--- src/rtl/mem_arb_pkg.sv ---
// Shared definitions for the two-requester memory arbiter: FSM state
// encoding, requester indices, bus widths and the round-robin pick rule.
package mem_arb_pkg;

  typedef enum logic [1:0] {
    IDLE   = 2'd0,
    ACCESS = 2'd1,
    RESP   = 2'd2
  } arb_state_t;

  localparam logic M0 = 1'b0;  // instruction fetch port, read-only
  localparam logic M1 = 1'b1;  // data port, read/write

  localparam int ADDR_W = 30;
  localparam int DATA_W = 64;

  // Winner for a request pair: a lone requester wins outright, a tie goes
  // to whichever requester did not win the previous tie.
  function automatic logic pick_winner(input logic req0, input logic req1,
                                       input logic last);
    logic win;
    win = M0;
    if (req0 && req1) begin
      win = ~last;
    end else if (req1) begin
      win = M1;
    end
    return win;
  endfunction

endpackage

--- src/rtl/mem_arbiter.sv ---
// Two-port memory arbiter: grants one requester at a time to a shared
// single-ported memory, waits for mem_ready (bounded by TIMEOUT cycles),
// then returns a one-cycle ack with read data or a timeout error flag.
module mem_arbiter
  import mem_arb_pkg::*;
#(
  parameter int TIMEOUT = 255
) (
  input  logic              clk,
  input  logic              rst,
  input  logic              m0_req,
  input  logic [ADDR_W-1:0] m0_addr,
  output logic              m0_ack,
  output logic [DATA_W-1:0] m0_rdata,
  output logic              m0_err,
  input  logic              m1_req,
  input  logic              m1_wen,
  input  logic [ADDR_W-1:0] m1_addr,
  input  logic [DATA_W-1:0] m1_wdata,
  output logic              m1_ack,
  output logic [DATA_W-1:0] m1_rdata,
  output logic              m1_err,
  output logic              mem_cen,
  output logic              mem_wen,
  output logic [ADDR_W-1:0] mem_addr,
  output logic [DATA_W-1:0] mem_wdata,
  input  logic [DATA_W-1:0] mem_rdata,
  input  logic              mem_ready
);

  // Counter is wide enough to hold TIMEOUT itself, so it can never wrap.
  localparam int CNT_W = $clog2(TIMEOUT + 1);
  // Last ACCESS cycle index before giving up (cycle count reaches TIMEOUT).
  localparam logic [CNT_W-1:0] CNT_LAST = CNT_W'(TIMEOUT - 1);

  arb_state_t        state_reg;
  logic              grant_reg;
  logic              last_grant_reg;
  logic              wen_reg;
  logic              err_reg;
  logic [ADDR_W-1:0] addr_reg;
  logic [DATA_W-1:0] wdata_reg;
  logic [DATA_W-1:0] rdata_reg;
  logic [CNT_W-1:0]  wait_cnt_reg;
  logic              grant_next;
  logic [1:0]        ack_vec;

  assign grant_next = pick_winner(m0_req, m1_req, last_grant_reg);

  // Arbitration FSM: latch the winning request, run the memory access, respond.
  always_ff @(posedge clk) begin
    if (rst) begin
      state_reg      <= IDLE;
      grant_reg      <= M0;
      last_grant_reg <= M1;
      wen_reg        <= 1'b0;
      err_reg        <= 1'b0;
      addr_reg       <= '0;
      wdata_reg      <= '0;
      rdata_reg      <= '0;
      wait_cnt_reg   <= '0;
    end else begin
      case (state_reg)
        IDLE: begin
          if (m0_req || m1_req) begin
            grant_reg <= grant_next;
            // The round-robin pointer only moves when there was a contest.
            if (m0_req && m1_req) begin
              last_grant_reg <= grant_next;
            end
            wen_reg      <= (grant_next == M1) ? m1_wen : 1'b0;
            addr_reg     <= (grant_next == M1) ? m1_addr : m0_addr;
            wdata_reg    <= (grant_next == M1) ? m1_wdata : '0;
            wait_cnt_reg <= '0;
            state_reg    <= ACCESS;
          end
        end
        ACCESS: begin
          // Ready wins over timeout when both land in the same cycle.
          if (mem_ready) begin
            rdata_reg <= wen_reg ? '0 : mem_rdata;
            err_reg   <= 1'b0;
            state_reg <= RESP;
          end else if (wait_cnt_reg == CNT_LAST) begin
            rdata_reg <= '0;
            err_reg   <= 1'b1;
            state_reg <= RESP;
          end else begin
            wait_cnt_reg <= wait_cnt_reg + CNT_W'(1);
          end
        end
        RESP: begin
          state_reg <= IDLE;
        end
        default: begin
          state_reg <= IDLE;
        end
      endcase
    end
  end

  // Per-requester ack decode; only the granted port sees RESP.
  generate
    for (genvar gi = 0; gi < 2; gi++) begin : g_ack
      assign ack_vec[gi] = (state_reg == RESP) && (grant_reg == 1'(gi));
    end
  endgenerate

  assign m0_ack   = ack_vec[0];
  assign m0_rdata = ack_vec[0] ? rdata_reg : '0;
  assign m0_err   = ack_vec[0] & err_reg;
  assign m1_ack   = ack_vec[1];
  assign m1_rdata = ack_vec[1] ? rdata_reg : '0;
  assign m1_err   = ack_vec[1] & err_reg;

  // Memory side is driven purely from latched values, quiet outside ACCESS.
  assign mem_cen   = (state_reg == ACCESS);
  assign mem_wen   = mem_cen & wen_reg;
  assign mem_addr  = mem_cen ? addr_reg : '0;
  assign mem_wdata = mem_cen ? wdata_reg : '0;

endmodule

--- config.mk ---
export PLATFORM = sky130hd
export DESIGN_NAME = mem_arbiter
export DESIGN_NICKNAME = d
export VERILOG_FILES = /design/src/rtl/mem_arb_pkg.sv /design/src/rtl/mem_arbiter.sv
export SDC_FILE = /design/constraint.sdc
export NUM_CORES = 1
export LEC_CHECK = 0
export ABC_CLOCK_PERIOD_IN_PS = 3000
export CAP_MARGIN = 20
export CORE_AREA = 5 5 162 164
export CTS_CLUSTER_SIZE = 30
export DETAILED_ROUTE_END_ITERATION = 10
export DIE_AREA = 0 0 167 169
export DONT_BUFFER_PORTS = 1
export PLACE_DENSITY = 0.43
export SLEW_MARGIN = 5
export SYNTH_ARGS = -nofsm -noshare
export SYNTH_HDL_FRONTEND = slang
export SYNTH_SLANG_ARGS = --single-unit
--- constraint.sdc ---
create_clock -name clk -period 3 [get_ports clk]
set_clock_uncertainty 0.1 [all_clocks]
set_input_delay 0.45 -clock clk [delete_from_list [all_inputs] [get_ports clk]]
set_output_delay 0.45 -clock clk [all_outputs]
set_load 0.1 [all_outputs]
# [After elaboration in Yosys (flattened, before gate mapping)]
# Index checks and enable logic that the tools add are counted.
[classes] n_addsub=1 n_eq_ne=7 n_mux=22 bitwise_logic=5 n_reduce_logical=12
[ops] cell="two-way mux 64 bit" n=7
[ops] cell="two-way mux 30 bit" n=2
[ops] cell="two-way mux 8 bit" n=3
[ops] cell="one-hot mux 8 bit (2 select lines)" n=1
[ops] cell="adder 8 x 1 -> 8 bit, second input constant" n=1
[ops] cell="== test 8 bit, second input constant" n=1
[ops] cell="two-way mux 2 bit" n=3
[ops] cell="inequality test 2 bit, second input constant" n=3
[ops] cell="AND reduction 2 bit" n=3
[ops] cell="two-way mux 1 bit" n=5
[ops] cell="one-hot mux 2 bit (2 select lines)" n=1
[ops] cell="AND reduction 4 bit" n=1
[ops] cell="nonzero test 2 bit" n=2
[ops] cell="AND 1 bit" n=3
[ops] cell="logical AND 1 bit" n=3
[ops] cell="inequality test 3 x 1 -> 1 bit, second input constant" n=1
[ops] cell="AND reduction 3 bit" n=1
[ops] cell="== test 2 x 1 -> 1 bit, second input constant" n=1
[ops] cell="== test 2 bit, second input constant" n=1
[ops] cell="zero test 2 bit" n=1
[ops] cell="inverter 1 bit" n=2
[ops] cell="logical OR 1 bit" n=1
[totals] regBits=172 in_bits=194 output_inout_bits=228 wordCells=56

# [Logic depth before layout (Yosys ltp)]
[depth] depth_word=4 mapped_depth=7 depth_no_buf=6

# [Worst setup path after synthesis]
# No wires, ideal clock.
[synth_timing] kind="register to output" start="reg state_reg[1]" end="out m0_rdata[54]" arrival_ns=2.506 required_ns=2.450 slack_ns=-0.056 stages_incl_launch_ff=4 path_buffers=1 cell_sequence="dfxtp_1 > nor3b_1 > clkbuf_1 > and2_1"
[synth_via] elab_chain_len=3
[synth_lines] item="from (decl)" line="mem_arbiter.sv:36" rtl="arb_state_t state_reg;"
[synth_lines] item="from (signal assigned)" line="mem_arbiter.sv:53" rtl="state_reg <= IDLE;"
[synth_lines] item="from (signal assigned)" line="mem_arbiter.sv:75" rtl="state_reg <= ACCESS;"
[synth_lines] item="from (signal assigned)" line="mem_arbiter.sv:83" rtl="state_reg <= RESP;"
[synth_lines] item="== test 2 bit" line="mem_arbiter.sv:105" rtl="assign ack_vec[gi] = (state_reg == RESP) && (grant_reg == 1'(gi));"
[synth_lines] item="logical AND 1 bit" line="mem_arbiter.sv:105"
[synth_lines] item="net m0_ack" line="mem_arbiter.sv:13" rtl="output logic m0_ack,"
[synth_lines] item="two-way mux 64 bit" line="mem_arbiter.sv:110" rtl="assign m0_rdata = ack_vec[0] ? rdata_reg : '0;"
[synth_lines] item="to (decl)" line="mem_arbiter.sv:14" rtl="output logic [DATA_W-1:0] m0_rdata,"
# The timed path passes the listed nets, and every way through them passes these cells.

# [Final worst setup path]
[layout_timing] start="reg state_reg[1]" end="out mem_addr[1]"
[layout_via] elab_chain_len=2
[layout_lines] item="== test 2 x 1 -> 1 bit" line="mem_arbiter.sv:117" rtl="assign mem_cen = (state_reg == ACCESS);"
[layout_lines] item="two-way mux 30 bit" line="mem_arbiter.sv:119" rtl="assign mem_addr = mem_cen ? addr_reg : '0;"
[layout_lines] item="to (decl)" line="mem_arbiter.sv:25" rtl="output logic [ADDR_W-1:0] mem_addr,"
# Every way passes these cells.

==> out/summary.txt <==
Status = finished clean
Yosys warning count = 0
PortBufs = 0
Die area = 28200 sq um
Skew-Pair Late Insertion Delay = 0.41 ns
Final Wtd Congestion = 0.798
Fin. Hold Viols = 0
Worst setup margin = 0.379 ns
Vias in the first global route = 6665
Fillers = 2449
Final Setup Violations = 0
H-tree depth = 4
Final Power = 5.56 mW
Mapped Nets = 993
Period minus WS final = 2.62 ns
Final nets = 1183
Maximum vdd drop = 287 uV
Post-route ant nets = 0
CTS root buffer = clkbuf_16
FF-to-FF End = rdata_reg[49]
Drt first pass iters = 5
Pin count of the biggest net entering global routing = 80
Initial antenna violation count = 0
Sequential share of the synthesized area = 0.458
Chip Width = 167 um
Worst slack, placed = 0.799 ns
Tot GR Track Use = 0.168
Sequential cell area = 3440 sq um
Chip Height = 169 um
CP arrival = 2.07 ns
Cell taking the most area after synthesis = dfxtp_1
Post-Syn Instances = 797
Yosys cell types = 39
Highest Clock Rate = 382 MHz
Tightest Hold Check Type = in2reg
Vias/cell = 4.86
Initial Utilization = 0.304
Syn-to-layout area delta = 34.1%
TNS Setup = 0 ns
Max-cap viol count = 0
Multi-input gate area = 3760 sq um
Dpl hpwl = 18200 um
Num CTS Buffers = 17
Clk buf depth = 2
First-pass GRT wire length = 38200 um
Crit path launch type = flop
Routed vias = 6472
Setup crit start = state_reg[1]
Critical path capture point type = primary output
Remaining DRCs = 0
Worst Reg-to-Reg Cells = 7
CP endpoint = mem_addr[1]
CORE AREA = 24700 sq um
TritonCTS clock tree = done
Max-slew headroom = 0.522
Core Rows = 58
Worst reg2reg path startpoint = wait_cnt_reg[0]
Average size of a mapped cell = 9.43 sq um
Pwr per Cell Area = 552 nW/um^2
Max Slew Vio Count = 0
Top_reg_cell synth = dfxtp_1
Fraction of layout cells with a size suffix above 1 = 0.283
Share of the synthesized area in the top cell type = 0.458
CP Max Fanout = 39
# IOs = 422
Clk sinks = 172
Synth Register Bits = 172
Routed WL = 25000 um
Worst setup path category = reg2out
Reg-to-reg slack, setup = 0.88 ns
Ys async rst share = 0
Clock slew at reported path FFs = 0.07 ns
Slew @ Worst Pin = 0.712 ns
Synthesized cell area = 7510 sq um
GRT overflow = 0
CP required = 2.45 ns
1st-iter DRT viols = 284
RSZ-0062 raised after global routing = false
Setup Fix Bufs, Post-CTS = 0
Tcrit/Tclk final = 0.874
Dominant cells by area after synthesis = dfxtp_1 (46%), and2_1 (19%), a22o_1 (10%)
Routed WL per cell = 18.8 um
Leak pwr = 4.45 nW
EDFF count, synth = 0
report_power, final:
group | switching (mW) | leakage [nW] | internal [mW]
sequential | 0.0799 | 1.40 | 2.42
clock | 1.02 | 0.288 | 1.19
combinational | 0.620 | 2.76 | 0.243
what timing repair did:
item	4_1_cts	5_1_grt
hold buffers	2	0
resized for setup	0	0
hold endpoints to repair	2	0
layout make-up:
type                            count  area share
Antenna cell                        1    0.000248
Clock buffer                       18      0.0426
Clock inverter                     14      0.0149
Inverter                            1    0.000373
Multi-Input combinational cell    552       0.373
Sequential cell                   172       0.342
Tap cell                          330      0.0410
Timing Repair Buffer              243       0.186
logic make-up after synthesis:
family                   after synthesis  share of synthesized area
multiplexers                          30                     0.0400
adder cells (fa/ha/maj)                2                    0.00333
buffers and inverters                 73                     0.0465
AO/OA/AOI/OAI                        178                      0.189
AND/OR/NAND/NOR                      339                      0.259
XOR/XNOR                               3                    0.00350
flip-flops                           172                      0.458
layout by cell type (no fill, tap or decap), drive strengths merged, types with 2 or more instances in the layout:
cell type    count
a31oi            3
a21oi            7
a22oi           43
nor3b            3
mux2i           30
and3             4
and2b            2
nor2            78
a22o            86
inv             11
a211oi          31
nand3b           3
nand2b           2
clkinv           3
dlygate4sd3      2
nand2            3
dfxtp          172
nand4b           2
clkbuf          19
ha               2
o211ai           3
nand3            8
and2           226
xor2             2
nor3             3
o21ai            2
buf            240
worst min path at each step:
stage,from,to,cells after the start
after floorplan,wdata_reg[43],wdata_reg[43],1
after global placement,wdata_reg[58],wdata_reg[58],1
after detailed placement,wdata_reg[45],wdata_reg[45],1
after CTS,mem_ready,err_reg,1
after global routing,mem_ready,err_reg,1
final,mem_ready,err_reg,1
synth_stat cells (all sizes together), types with 4 or more instances:
cell and number:
and2 226, dfxtp 172, a22o 86, nor2 78, a22oi 43, clkbuf 41
a211oi 31, buf 31, mux2i 30, nand3 8, a21oi 7, and3 4
critical path, cell delays in order (launching register included):
cell and delay (ns):
dfxtp_1 0.34, and2b_4 0.56, buf_4 0.30, and2_1 0.16, buf_4 0.29
layer usage:
metal / GRT usage / vias up / routed length, um / part of all wire
li1: - / 3149 / - / -
met1: 0.199 / 3038 / 10300 / 0.41
met2: 0.295 / 264 / 12500 / 0.50
met3: 0.0558 / 21 / 1940 / 0.077
met4: 0.0374 / 0 / 316 / 0.013
met5: 0 / - / 0 / 0
metrics by stage:
stage / area [sq um] / hold WS [ns] / std cells / util
final: 10100 / 0.0363 / 1331 / 0.407
after detailed placement: 9470 / 0.355 / 1296 / 0.383
after global routing: 10100 / 0.00685 / 1330 / 0.407
after CTS: 10100 / 0.00118 / 1330 / 0.407
after floorplan: 7510 / 0.340 / 797 / -
after global placement: 9470 / 0.355 / 1296 / 0.383
Note: power is estimated with default switching activity, not from simulation.
